### config.mk
export PLATFORM = sky130hd
export DESIGN_NAME = wta_seq
export DESIGN_NICKNAME = d
export VERILOG_FILES = /design/src/rtl/wta_pkg.sv /design/src/rtl/wta_cmp.sv /design/src/rtl/wta_seq.sv
export SDC_FILE = /design/constraint.sdc
export NUM_CORES = 1
export LEC_CHECK = 0
export CORE_MARGIN = 3
export CORE_UTILIZATION = 55
export CTS_BUF_LIST = sky130_fd_sc_hd__clkbuf_8
export CTS_CLUSTER_DIAMETER = 80
export DETAILED_ROUTE_END_ITERATION = 6
export MAX_ROUTING_LAYER = met4
export PLACE_DENSITY = 0.9
export SYNTH_ARGS = -nofsm -noshare
export SYNTH_HDL_FRONTEND = slang
export SYNTH_SLANG_ARGS = --single-unit
### constraint.sdc
create_clock -name clk -period 6.5 [get_ports clk]
set_input_delay 1.3 -clock clk [delete_from_list [all_inputs] [get_ports clk]]
set_output_delay 1.3 -clock clk [all_outputs]
set_load 0.01 [all_outputs]
### src/rtl/wta_pkg.sv
// ============================================================================
// Module   : wta_pkg
// Purpose  : Shared FSM state encoding and default sizing for the WTA block.
// Revision : 1.0
// ============================================================================
`default_nettype none

package wta_pkg;

    typedef enum logic [1:0] {
        IDLE = 2'd0,
        SCAN = 2'd1,
        HOLD = 2'd2
    } wta_state_e;

    localparam int WTA_N_CH = 4;
    localparam int WTA_W    = 4;
    localparam int WTA_HYST = 0;

endpackage

`default_nettype wire

### src/rtl/wta_cmp.sv
// ============================================================================
// Module   : wta_cmp
// Purpose  : Combinational challenger-vs-best compare with incumbent bonus.
// Revision : 1.0
// ============================================================================
`default_nettype none

module wta_cmp #(
    parameter int W    = 4,
    parameter int HYST = 0
) (
    input  logic [W-1:0] chal_cur_i,
    input  logic [W-1:0] best_cur_i,
    input  logic         chal_inc_i,
    input  logic         best_inc_i,
    output logic         take_challenger_o
);

    localparam logic [W:0] HYST_V = (W+1)'(HYST);

    // One extra bit of headroom: max current plus max bonus still fits.
    logic [W:0] chal_eff;
    logic [W:0] best_eff;

    assign chal_eff = {1'b0, chal_cur_i} + (chal_inc_i ? HYST_V : '0);
    assign best_eff = {1'b0, best_cur_i} + (best_inc_i ? HYST_V : '0);

    assign take_challenger_o = (chal_eff >= best_eff);

endmodule

`default_nettype wire

### src/rtl/wta_seq.sv
// ============================================================================
// Module   : wta_seq
// Purpose  : Sequential winner-take-all over N_CH channels with hysteresis.
// Revision : 1.0
// ============================================================================
`default_nettype none

module wta_seq
    import wta_pkg::*;
#(
    parameter int N_CH = WTA_N_CH,
    parameter int W    = WTA_W,
    parameter int HYST = WTA_HYST,
    parameter int IW   = ($clog2(N_CH) > 1) ? $clog2(N_CH) : 1
) (
    input  logic              clk,
    input  logic              rst,
    input  logic              in_valid,
    output logic              in_ready,
    input  logic [N_CH*W-1:0] current,
    input  logic              clr_hist,
    output logic              out_valid,
    input  logic              out_ready,
    output logic [N_CH*W-1:0] u_out,
    output logic [IW-1:0]     winner_idx,
    output logic              busy
);

    localparam logic [IW-1:0] LAST_IDX = IW'(N_CH - 1);

    wta_state_e        state_q;
    logic [N_CH*W-1:0] vec_q;
    logic [IW-1:0]     best_q;
    logic [IW-1:0]     scan_q;
    logic              bonus_vld_q;
    logic              prev_vld_q;
    logic [IW-1:0]     prev_idx_q;
    logic              out_valid_q;
    logic [N_CH*W-1:0] u_out_q;
    logic [IW-1:0]     winner_q;

    logic [W-1:0]      lane [N_CH];
    logic              take;
    logic [IW-1:0]     winner_d;
    logic [N_CH*W-1:0] u_out_d;

    for (genvar g = 0; g < N_CH; g++) begin : g_lane
        assign lane[g] = vec_q[g*W +: W];
        assign u_out_d[g*W +: W] = (winner_d == IW'(g)) ? lane[g] : '0;
    end

    // Bonus uses the history snapshot taken at acceptance, not the live flag.
    wta_cmp #(
        .W    (W),
        .HYST (HYST)
    ) u_cmp (
        .chal_cur_i        (lane[scan_q]),
        .best_cur_i        (lane[best_q]),
        .chal_inc_i        (bonus_vld_q && (scan_q == prev_idx_q)),
        .best_inc_i        (bonus_vld_q && (best_q == prev_idx_q)),
        .take_challenger_o (take)
    );

    assign winner_d = take ? scan_q : best_q;

    always_ff @(posedge clk or posedge rst) begin
        if (rst) begin
            state_q     <= IDLE;
            vec_q       <= '0;
            best_q      <= '0;
            scan_q      <= '0;
            bonus_vld_q <= 1'b0;
            prev_vld_q  <= 1'b0;
            prev_idx_q  <= '0;
            out_valid_q <= 1'b0;
            u_out_q     <= '0;
            winner_q    <= '0;
        end else begin
            case (state_q)
                IDLE: begin
                    out_valid_q <= 1'b0;
                    if (in_valid) begin
                        vec_q       <= current;
                        best_q      <= '0;
                        scan_q      <= IW'(1);
                        bonus_vld_q <= prev_vld_q;
                        state_q     <= SCAN;
                    end
                end
                SCAN: begin
                    best_q <= winner_d;
                    if (scan_q == LAST_IDX) begin
                        winner_q    <= winner_d;
                        u_out_q     <= u_out_d;
                        out_valid_q <= 1'b1;
                        state_q     <= HOLD;
                    end else begin
                        scan_q <= scan_q + IW'(1);
                    end
                end
                HOLD: begin
                    if (out_ready) begin
                        prev_idx_q  <= winner_q;
                        prev_vld_q  <= 1'b1;
                        out_valid_q <= 1'b0;
                        state_q     <= IDLE;
                    end
                end
                default: begin
                    out_valid_q <= 1'b0;
                    state_q     <= IDLE;
                end
            endcase
            // Placed last so a clear beats a coincident handshake.
            if (clr_hist) begin
                prev_vld_q <= 1'b0;
            end
        end
    end

    assign in_ready   = (state_q == IDLE);
    assign busy       = (state_q == SCAN) || (state_q == HOLD);
    assign out_valid  = out_valid_q;
    assign u_out      = u_out_q;
    assign winner_idx = winner_q;

endmodule

`default_nettype wire
== Yosys cells after proc, flatten, opt, wreduce, memory -nomap -nowiden ==
Index checks and enable logic that the tools add are counted.

* Bits in registers: 41
* Bits in latches: 0
* Bits in writable memories: 0
* Bits in read-only memories: 0
* Output and inout port bits: 21
* Logic and storage cells: 55
* Memories: 0

* Add/sub/neg operators: 1
* $mul: 0
* Div/mod/pow operators: 0
* Magnitude comparators: 3
* Equality and inequality tests: 10
* Shift-type cells: 0
* Mux-type cells: 22
* Bitwise gates (word level): 2
* Reductions and logical operators: 10

{| class="wikitable"
|+ Operators with widths
! kind !! number
|-
| 2-to-1 mux 4 bit || 8
|-
| binary-select mux 4 bit (select 2 bit) || 2
|-
| 2-to-1 mux 2 bit || 6
|-
| equality test 2 bit (second input constant) || 4
|-
| != test 2 bit (second input constant) || 4
|-
| one-hot mux 2 bit (2 select lines) || 2
|-
| AND reduction 2 bit || 4
|-
| greater-or-equal comparator 3 bit (second input constant) || 2
|-
| inverter 2 -> 3 bit || 2
|-
| one-hot mux 2 bit (3 select lines) || 1
|-
| AND reduction 3 bit || 2
|-
| equality test 2 x 1 -> 1 bit (second input constant) || 2
|-
| greater-or-equal comparator 4 bit || 1
|-
| logical NOT 2 bit || 2
|-
| adder 2 x 1 -> 2 bit (second input constant) || 1
|-
| 2-to-1 mux 1 bit || 2
|-
| one-hot mux 1 bit (2 select lines) || 1
|-
| nonzero test 2 bit || 1
|-
| logical OR 1 bit || 1
|}

== Longest topological paths before layout ==
Gate-level depths: netlist (run 1).

* Depth after elaboration: 8
* Mapped depth: 10
* Mapped depth without buffers: 8

== Modules after synthesis ==
A second synthesis (run 1) with hierarchy kept.

* Cell total of the unflattened synthesis: 203
* Area total of the unflattened synthesis: 2,403.6 µm²

{| class="wikitable"
|+ Modules (own cells, without submodules)
! module !! instances !! cells each !! area each (µm²) !! seq. area each (µm²)
|-
| wta_seq || 1 || 190 || 2,303.5 || 1,126.1
|-
| wta_cmp || 1 || 13 || 100.1 || 0.0
|}

== Worst setup path after synthesis (run 1) ==
Ideal clock, no wire load.

* Kind: register -> register
* Start: register scan_q[0]
* End: register u_out_q[12], in the netlist u_out[12]
* Library setup time: 0.104 ns
* Arrival: 2.541 ns
* Path slack: 3.855 ns
* Cell stages (with the launch flop): 10
* Period minus slack after synthesis: 2.645 ns
* Cells stage by stage: dfrtp_1 -> clkbuf_1 -> buf_2 -> mux4_2 -> ha_1 -> nor3_1 -> or2_4 -> buf_6 -> or4_1 -> o311ai_1

* Longest elaborated chain between the ends: 8
* Elaborated cells on any way between the ends: 10
* Classes of those cells: order compare: 1; eq/ne: 2; mux: 5; bitwise: 1; reduce/logical: 1

{| class="wikitable"
|+ RTL lines
! what !! RTL line !! RTL
|-
| start: declaration || wta_seq.sv:34 || <nowiki>logic [IW-1:0] scan_q;</nowiki>
|-
| start signal: assignment || wta_seq.sv:98 || <nowiki>scan_q <= scan_q + IW'(1);</nowiki>
|-
| inverter 2 -> 3 bit (implied by the code) || wta_seq.sv:57 || <nowiki>.chal_cur_i (lane[scan_q]),</nowiki>
|-
| binary-select mux 4 bit (select 2 bit) || wta_seq.sv:57 ||
|-
| 2-to-1 mux 4 bit (implied by the code) (2 in series) || wta_seq.sv:57 ||
|-
| greater-or-equal comparator 4 bit || wta_cmp.sv:28 || <nowiki>assign take_challenger_o = (chal_eff >= best_eff);</nowiki>
|-
| 2-to-1 mux 2 bit || wta_seq.sv:64 || <nowiki>assign winner_d = take ? scan_q : best_q;</nowiki>
|-
| equality test 2 bit || wta_seq.sv:49 || <nowiki>assign u_out_d[g*W +: W] = (winner_d == IW'(g)) ? lane[g] : '0;</nowiki>
|-
| 2-to-1 mux 4 bit || wta_seq.sv:49 ||
|-
| end signal: assignment || wta_seq.sv:94 || <nowiki>u_out_q <= u_out_d;</nowiki>
|-
| end: declaration || wta_seq.sv:39 || <nowiki>logic [N_CH*W-1:0] u_out_q;</nowiki>
|}

Parallel ways exist; a longest one is shown, timed or not. The select of a mux whose other input is x is not followed.
A chain may end at the register's enable or synchronous reset.

== Worst setup path in the final report (run 1) ==
* Start: register scan_q[0]
* End: register u_out_q[11], in the netlist u_out[11]

The elaborated chain is that of the path after synthesis.

==> impl_metrics.csv, run 1 <==
group,metric,value,unit
run_status,outcome,"completed",
critical_path,crit_arrival,3.47,ns
logic_synthesis,synthCells,226,
critical_path,critPathRequiredTime,6.63,ns
critical_path,r2r_start,"scan_q[0]$_DFFE_PP0P_",
logic_synthesis,yosysSeqAreaShare,45.1,%
timing,period_needed,3.34,ns
drt,routed_wl,5.02,mm
grt,track_usage,21.9,%
critical_path,cp-start-kind,"flip-flop",
floorplanning,fp.coreArea,3830,µm²
timing,holdWs,0.493,ns
timing,fin_ws,3.16,ns
logic_synthesis,synth_compound_area_share,14.3,%
floorplanning,dieArea,4940,µm²
cells_and_area,antenna_cells,0,
placed_design,pre_cts_slack,3.23,ns
logic_synthesis,synth_xor_xnor_area_share,0,%
logic_synthesis,synth_top_family_by_area,"simple AND/OR/NAND/NOR gates",
cts,cts.htree.levels,2,
timing,fmax,299,MHz
logic_synthesis,ys_warn_count,0,
placed_design,gp_congestion,1.00,
cts,cts_tree,"built",
timing,relSlewSlack,40.1,%
floorplanning,io_pins,42,
cells_and_area,finalNonFillerCells,309,
critical_path,cp-end-kind,"flip-flop",
timing,hold_viol,0,
placed_design,dp_cells,301,
logic_synthesis,synth_area,2270,µm²
grt,antenna_found_initial,0,
cts,clockBufferDepth,2,
logic_synthesis,ys_seq_elements,41,
cts,clk_latency,0.30,ns
floorplanning,die-width,70.3,µm
floorplanning,die_h,70.3,µm
critical_path,reg2reg_to,"u_out[11]$_DFFE_PP0P_",
logic_synthesis,synth-edff-count,0,
critical_path,endpoint,"u_out[11]$_DFFE_PP0P_",
logic_synthesis,synth_adder_area_share,4.40,%
min_path,whs_path_depth,2,
timing,rsz0062_at_grt,"false",
critical_path,cp_max_fo,26,
drt,num_vias,1899,
logic_synthesis,syn_area_per_cell,10.1,µm²
logic_synthesis,async_reset_ff_share,100,%
timing,slew_viol_final,0,
drt,drt_iter0_drc,196,
grt,grt_pass1_vias,1831,
cells_and_area,fin_util,72.4,%
cts,cts_resized,0,
cts,root_buffer,"clkbuf_8",
logic_synthesis,synthSimpleGateAreaFrac,18.8,%
timing,setup_viol,0,
pwr,leakage,1.13,nW
cells_and_area,fin_nets,289,
grt,grt_max_degree,42,
critical_path,rr_worst_depth,6,
drt,wl_per_cell,16.2,µm
critical_path,worstSetupPathType,"flip-flop to flip-flop",
cells_and_area,area_growth,21.8,%
placed_design,hpwl,3.58,mm
cells_and_area,drive_gt1_share,11.5,%
cts,cts_inserted_buffers,5,
grt,overflow,0,
pwr,ir_worst_vdd,0.000391,V
cts,cts.sinks,41,
logic_synthesis,ys_types,32,
drt,drc,0,
logic_synthesis,synth_mux_area_share,12.3,%
cts,postCtsSetupRepairBufs,0,
logic_synthesis,synth_top_flop_cell,"dfrtp_1",
drt,drt_pass1_iterations,6,
timing,finalClockSkew,0.00413,ns
timing,tns,0,ns
drt,viasPerCell,6.15,
drt,ant_nets,0,
critical_path,crit_path_start,"scan_q[0]$_DFFE_PP0P_",
floorplanning,initial_core_util,59.5,%
timing,finalCritPeriodShare,51.4,%
critical_path,reg2reg_slack,3.16,ns
logic_synthesis,syn_nets,255,
floorplanning,num_rows,22,
cts,clkTransAtPathRegs,0.07,ns
min_path,hold_path.class,"flip-flop to flip-flop",
timing,tightest_slew,0.895,ns
placed_design,portBuffers,40,
grt,grt_pass1_wl,8.56,mm
cts,holdBufCountCts,0,
job,maxCapViolations,0,
pwr,p_per_area,547,nW/µm²
==> sequential cells by signal, summed over array words and instances, names as in the netlist <==
name and flops:
winner_idx 2, scan_q 2, out_valid 1, vec_q 16, state_q 2, u_out 16, best_q 2
==> stage by stage <==
step | instance area [µm²] | total power, W
4_1_cts | 2770 | 0.00150
2_1_floorplan | 2270 | 0.00109
3_3_place_gp | 2670 | 0.00128
6_report | 2770 | 0.00152
5_1_grt | 2770 | 0.00162
3_5_place_dp | 2670 | 0.00131
==> worst max-delay path, cell delays in order, from the launching register on <==
cell and delay (ns):
dfrtp_1 0.90, mux4_2 0.62, ha_1 0.31, nor3_1 0.06, or2_4 0.30, nor2_1 0.69, o311ai_0 0.28
==> layout make-up <==
type | count | area (µm²)
Clock inverter | 1 | 5.00
Tap cell | 48 | 60.1
Fill cell | 295 | 1060
Clock buffer | 7 | 96.3
Timing Repair Buffer | 41 | 408
Sequential cell | 41 | 1030
Multi-Input combinational cell | 160 | 1130
Inverter | 11 | 41.3
==> logic make-up (layout without fill, tap and decap cells) <==
logic type,after synthesis,count (layout)
fa+ha+maj,8,8
simple gates,86,86
buf+inv,25,60
flops,41,41
compound gates,45,45
mux,21,21
==> Yosys cell counts (all sizes together) (3+ instances only) <==
| library cell | number | area (µm²) |
|---|---|---|
| a2111oi | 4 | 35.0 |
| a21oi | 4 | 20.0 |
| a221o | 5 | 50.1 |
| buf | 7 | 47.5 |
| clkbuf | 7 | 26.3 |
| dfrtp | 41 | 1030 |
| ha | 8 | 100 |
| inv | 11 | 41.3 |
| mux2 | 16 | 180 |
| mux4 | 4 | 90.1 |
| nand2 | 35 | 131 |
| nand2b | 7 | 43.8 |
| nand3 | 14 | 70.1 |
| nor2 | 6 | 22.5 |
| nor2b | 3 | 18.8 |
| nor3 | 6 | 30.0 |
| nor3b | 4 | 30.0 |
| o21ai | 14 | 70.1 |
| o311ai | 11 | 96.4 |
| or4 | 8 | 60.1 |
==> cell usage in the layout, fill, tap and decap left out, drive strengths merged, types with 8 or more instances in the layout <==
cell	netlist	final
dfrtp	41	41
ha	8	8
o311ai	11	11
o21ai	14	14
or4	8	8
nand3	14	14
nand2	35	35
mux2	16	16
clkdlybuf4s50	0	40
inv	11	11
==> how the worst min path moves through the flow <==
stage	from	end	slack (ns)
final	u_out[13]$_DFFE_PP0P_	u_out[13]$_DFFE_PP0P_	0.49
after global routing	u_out[13]$_DFFE_PP0P_	u_out[13]$_DFFE_PP0P_	0.52
after CTS	u_out[13]$_DFFE_PP0P_	u_out[13]$_DFFE_PP0P_	0.49
after detailed placement	u_out[13]$_DFFE_PP0P_	u_out[13]$_DFFE_PP0P_	0.48
after global placement	out_valid$_DFFE_PP0P_	out_valid$_DFFE_PP0P_	0.47
after floorplan	vec_q[0]$_DFFE_PP0P_	vec_q[0]$_DFFE_PP0P_	0.50
==> layer usage <==
| metal | up-vias | GRT usage, % | share of wire, % |
|---|---|---|---|
| met5 | - | - | 0 |
| met1 | 863 | 28.7 | 43 |
| li1 | 907 | - | - |
| met4 | 0 | 7.87 | 2.4 |
| met3 | 16 | 5.47 | 9.0 |
| met2 | 113 | 33.1 | 46 |
==> power by group <==
group,internal (W),switching (W)
clock network,0.0000959,0.0000866
logic,0.000355,0.000490
registers,0.000362,0.000127
Power figures use the tool's default switching activity.
==> inputs of run 2 (changes only) <==
Settings changed: CORE_UTILIZATION 55 to 54, PLACE_DENSITY 0.9 to 0.89.
Clock period 6.5 ns to 3.1 ns, I/O delays scaled along.
==> impl_metrics.csv, run 2 (same netlist as run 1, synthesis figures left out) <==
group,metric,value,unit
timing,slew_viol_final,0,
placed_design,hpwl,3.69,mm
cts,cts.htree.levels,2,
cts,clockBufferDepth,2,
critical_path,cp-start-kind,"flip-flop",
timing,setup_viol,0,
floorplanning,die_h,70.9,µm
drt,drc,0,
critical_path,cp_num_buf_inv,1,
grt,antenna_found_initial,0,
timing,finalCritPeriodShare,87.1,%
timing,finalClockSkew,0.00971,ns
cts,cts.sinks,41,
grt,overflow,0,
grt,grt_max_degree,42,
cts,cts_inserted_buffers,5,
drt,wl_per_cell,16.3,µm
timing,fmax,370,MHz
timing,tightest_slew,0.610,ns
critical_path,crit_path_start,"best_q[0]$_DFFE_PP0P_",
min_path,worstHoldStart,"u_out[5]$_DFFE_PP0P_",
drt,viasPerCell,6.11,
critical_path,crit_arrival,2.89,ns
drt,routed_wl,5.12,mm
timing,period_needed,2.70,ns
timing,holdWs,0.507,ns
cts,postCtsSetupRepairBufs,0,
critical_path,r2r_start,"best_q[0]$_DFFE_PP0P_",
critical_path,worstSetupPathType,"flip-flop to flip-flop",
job,maxCapViolations,0,
drt,drt_iter0_drc,166,
critical_path,path_delay_family,"flip-flops",
drt,ant_nets,0,
floorplanning,io_pins,42,
timing,tns,0,ns
critical_path,cp_slowest_stage_delay,0.66,ns
critical_path,reg2reg_slack,0.40,ns
critical_path,cp_max_fo,16,
critical_path,endpoint,"u_out[14]$_DFFE_PP0P_",
timing,hold_viol,0,
placed_design,gp_congestion,0.981,
floorplanning,num_rows,22,
run_status,outcome,"completed",
cts,cts_tree,"built",
drt,drt_pass1_iterations,4,
cts,clk_latency,0.30,ns
grt,grt_pass1_vias,1839,
timing,rsz0062_at_grt,"false",
drt,num_vias,1919,
critical_path,critical_path_depth,7,
floorplanning,initial_core_util,59.0,%
pwr,leakage,1.16,nW
critical_path,rr_worst_depth,7,
min_path,hold_path.class,"flip-flop to flip-flop",
cts,root_buffer,"clkbuf_8",
critical_path,reg2reg_to,"u_out[14]$_DFFE_PP0P_",
timing,relSlewSlack,59.2,%
grt,track_usage,22.4,%
pwr,p_total,0.00339,W
pwr,p_per_area,1200,nW/µm²
cts,clkTransAtPathRegs,0.08,ns
cells_and_area,fin_nets,294,
cells_and_area,drive_gt1_share,13.5,%
placed_design,portBuffers,40,
critical_path,cp-end-kind,"flip-flop",
critical_path,critPathRequiredTime,3.29,ns
cells_and_area,layout_common_cells,"dfrtp_1 (41), clkdlybuf4s50_1 (40), nand2_1 (35), mux2_2 (16), nand3_1 (14)",
cells_and_area,final_common_cell,"dfrtp_1",
floorplanning,dieArea,5030,µm²
critical_path,crit_chain,"mux4_2 -> ha_1 -> nor2b_1 -> o21a_1 -> buf_4 -> or4_1 -> o311ai_0",
floorplanning,fp.coreArea,3850,µm²
grt,grt_pass1_wl,8.58,mm
critical_path,slowest_stage,"dfrtp_1",
floorplanning,die-width,70.9,µm
cells_and_area,n_fill_cell,280,
cells_and_area,antenna_cells,0,
cells_and_area,area_growth,24.4,%
pwr,ir_worst_vdd,0.000678,V
-- run 2: power by group --
group	switching (W)	internal (W)
registers	0.000240	0.000760
logic	0.00110	0.000847
clock network	0.000188	0.000262
-- run 2: worst min path at each step --
stage | endpoint | slack, ns | cells past startpoint
floorplan | vec_q[0]$_DFFE_PP0P_ | 0.50 | 1
global placement | out_valid$_DFFE_PP0P_ | 0.47 | 1
detailed placement | u_out[13]$_DFFE_PP0P_ | 0.48 | 2
CTS | u_out[5]$_DFFE_PP0P_ | 0.51 | 2
global route | u_out[13]$_DFFE_PP0P_ | 0.53 | 2
finish | u_out[5]$_DFFE_PP0P_ | 0.51 | 2
-- run 2: repair_timing --
action	CTS	global route
endpoints found under the setup margin	0	1
gates resized for setup	0	1
hold buffers	0	0
-- run 2: metrics by stage --
stage / cell area (µm²) / util [%] / instances / setup slack [ns]
detailed placement: 2710 / 70.2 / 306 / 0.242
finish: 2830 / 73.4 / 314 / 0.401
floorplan: 2270 / - / 226 / 0.455
global placement: 2710 / 70.2 / 306 / 0.330
CTS: 2830 / 73.3 / 314 / 0.240
global route: 2830 / 73.4 / 314 / 0.270
-- run 2: final cells by class --
cell class | count | area, µm² | share of cell area [%]
Multi-Input combinational cell | 160 | 1140 | 40.2
Sequential cell | 41 | 1030 | 36.3
Timing Repair Buffer | 46 | 445 | 15.7
Clock buffer | 6 | 82.6 | 2.92
Tap cell | 48 | 60.1 | 2.12
Inverter | 11 | 41.3 | 1.46
Clock inverter | 2 | 37.5 | 1.33
-- run 2: metal layers --
| layer | wire [µm] | vias to the layer above | GRT usage (%) |
|---|---|---|---|
| li1 | - | 910 | - |
| met1 | 2110 | 897 | 29.3 |
| met2 | 2430 | 101 | 32.5 |
| met3 | 481 | 11 | 6.68 |
| met4 | 90 | 0 | 9.39 |
| met5 | 0 | - | - |
-- run 2: worst reg2reg max path, stage by stage (launching register included) --
cell and delay [ns]:
dfrtp_1 0.66, mux4_2 0.56, ha_1 0.29, nor2b_1 0.06, o21a_1 0.21, buf_4 0.18
or4_1 0.53, o311ai_0 0.11
==> inputs of run 3 (changes only) <==
Settings changed: CORE_UTILIZATION 54 to 40, PLACE_DENSITY 0.89 to 0.71.
==> impl_metrics.csv, run 3 (same netlist as run 1, synthesis figures left out) <==
group,metric,value,unit
cts,cts_resized,0,
cells_and_area,fin_util,53.5,%
floorplanning,io_pins,42,
floorplanning,num_rows,26,
cts,postCtsSetupRepairBufs,0,
timing,slew_viol_final,0,
timing,tns,0,ns
grt,grt_max_degree,42,
grt,overflow,0,
timing,fin_ws,0.220,ns
pwr,p_total,0.00325,W
pwr,p_per_area,1150,nW/µm²
timing,rsz0062_at_grt,"false",
timing,period_needed,2.88,ns
pwr,combPwrFrac,57.8,%
cts,cts.sinks,41,
placed_design,hpwl,3.73,mm
cts,cts.htree.levels,2,
floorplanning,initial_core_util,42.9,%
pwr,pwr-share-clk,11.6,%
min_path,whs_path_depth,1,
floorplanning,fp.coreArea,5300,µm²
pwr,p_sw_share,44.7,%
grt,grt_pass1_vias,1769,
floorplanning,die-width,81.4,µm
cells_and_area,drive_gt1_share,13.2,%
critical_path,worstSetupPathType,"flip-flop to flip-flop",
placed_design,pre_cts_slack,0.158,ns
job,maxCapViolations,0,
drt,num_vias,1825,
drt,wl_per_cell,14.8,µm
pwr,ir_worst_vdd,0.000490,V
min_path,hold_path.class,"flip-flop to flip-flop",
cts,cts_tree,"built",
critical_path,cp-end-kind,"flip-flop",
critical_path,critPathRequiredTime,3.22,ns
critical_path,rr_worst_depth,6,
timing,hold_viol,0,
cells_and_area,final_common_cell,"dfrtp_1",
timing,holdWs,0.493,ns
cells_and_area,area_growth,24.6,%
floorplanning,die_h,81.4,µm
timing,setup_viol,0,
pwr,p_int,0.00180,W
timing,tightest_slew,0.904,ns
run_status,outcome,"completed",
timing,fmax,347,MHz
pwr,switchingPower,0.00145,W
drt,drc,0,
cts,cts_inserted_buffers,5,
drt,drt_iter0_drc,181,
grt,grt_pass1_wl,8.45,mm
timing,finalCritPeriodShare,92.9,%
cts,clkTransAtPathRegs,0.08,ns
grt,track_usage,17.0,%
critical_path,cp-start-kind,"flip-flop",
critical_path,cp_max_fo,15,
drt,drt_pass1_iterations,4,
placed_design,portBuffers,40,
drt,routed_wl,4.96,mm
drt,ant_nets,0,
cts,root_buffer,"clkbuf_8",
floorplanning,dieArea,6630,µm²
timing,relSlewSlack,39.5,%
cells_and_area,fin_nets,294,
cells_and_area,layout_common_cells,"dfrtp_1 (41), clkdlybuf4s50_1 (40), nand2_1 (35), mux2_2 (16), nand3_1 (14)",
drt,viasPerCell,5.43,
cts,holdBufCountCts,0,
grt,antenna_found_initial,0,
cts,clk_latency,0.29,ns
cts,clockBufferDepth,2,
cells_and_area,n_fill_cell,496,
critical_path,crit_arrival,3.00,ns
placed_design,gp_congestion,0.948,
timing,finalClockSkew,0.00532,ns
pwr,leakage,1.16,nW
cells_and_area,antenna_cells,0,
pwr,seqPwrFrac,30.6,%
==> run 3: cell count changes in the layout (fill, tap and decap cells not counted) <==
cell	before	now
clkbuf_8	6	7
clkinv_2	0	1
clkinvlp_4	1	0
bufinv_16	1	0
nor2_1	5	6
nor2_2	1	0
==> run 3: area by class of cell <==
class	count	area [µm²]	share of cell area (%)
Sequential cell	41	1030	36.2
Inverter	11	41.3	1.46
Multi-Input combinational cell	160	1130	40.0
Clock inverter	1	5.00	0.177
Clock buffer	7	96.3	3.40
Tap cell	70	87.6	3.09
Timing Repair Buffer	46	445	15.7
==> run 3: final timing paths <==
kind,slack [ns],to,start
setup reg to reg,0.22,u_out[14]$_DFFE_PP0P_,scan_q[0]$_DFFE_PP0P_
max in group asynchronous,1.99,vec_q[15]$_DFFE_PP0P_,rst
hold reg to reg,0.49,out_valid$_DFFE_PP0P_,out_valid$_DFFE_PP0P_
hold / removal,0.49,out_valid$_DFFE_PP0P_,out_valid$_DFFE_PP0P_
setup / recovery,0.22,u_out[14]$_DFFE_PP0P_,scan_q[0]$_DFFE_PP0P_
min in group asynchronous,0.75,best_q[1]$_DFFE_PP0P_,rst
==> run 3: power groups by stage <==
stage | combinational (W) | sequential (W) | clock [W]
floorplan | 0.00135 | 0.000933 | 0
global placement | 0.00185 | 0.000988 | 0
detailed placement | 0.00189 | 0.000999 | 0
CTS | 0.00188 | 0.000988 | 0.000389
global route | 0.00210 | 0.00103 | 0.000415
finish | 0.00188 | 0.000995 | 0.000379
==> run 3: worst max-delay path: stages (launching register included) <==
cell and delay [ns]:
dfrtp_1 0.55, mux4_2 0.55, ha_1 0.29, nor3_1 0.05, or2_4 0.30, nor2_1 0.70
o311ai_0 0.27
==> run 3: per-stage QoR <==
stage	instance area, µm²	std cells
global route	2840	336
CTS	2840	336
floorplan	2270	226
global placement	2730	328
detailed placement	2730	328
finish	2840	336
==> run 3: metal layers <==
metal  vias to the layer above  GRT usage (%)  wire length, µm
met2                        55           24.5             2170
met4                         0           4.56               28
li1                        915              -                -
met1                       853           24.4             2510
met5                         -              -                0
met3                         2           3.29              259
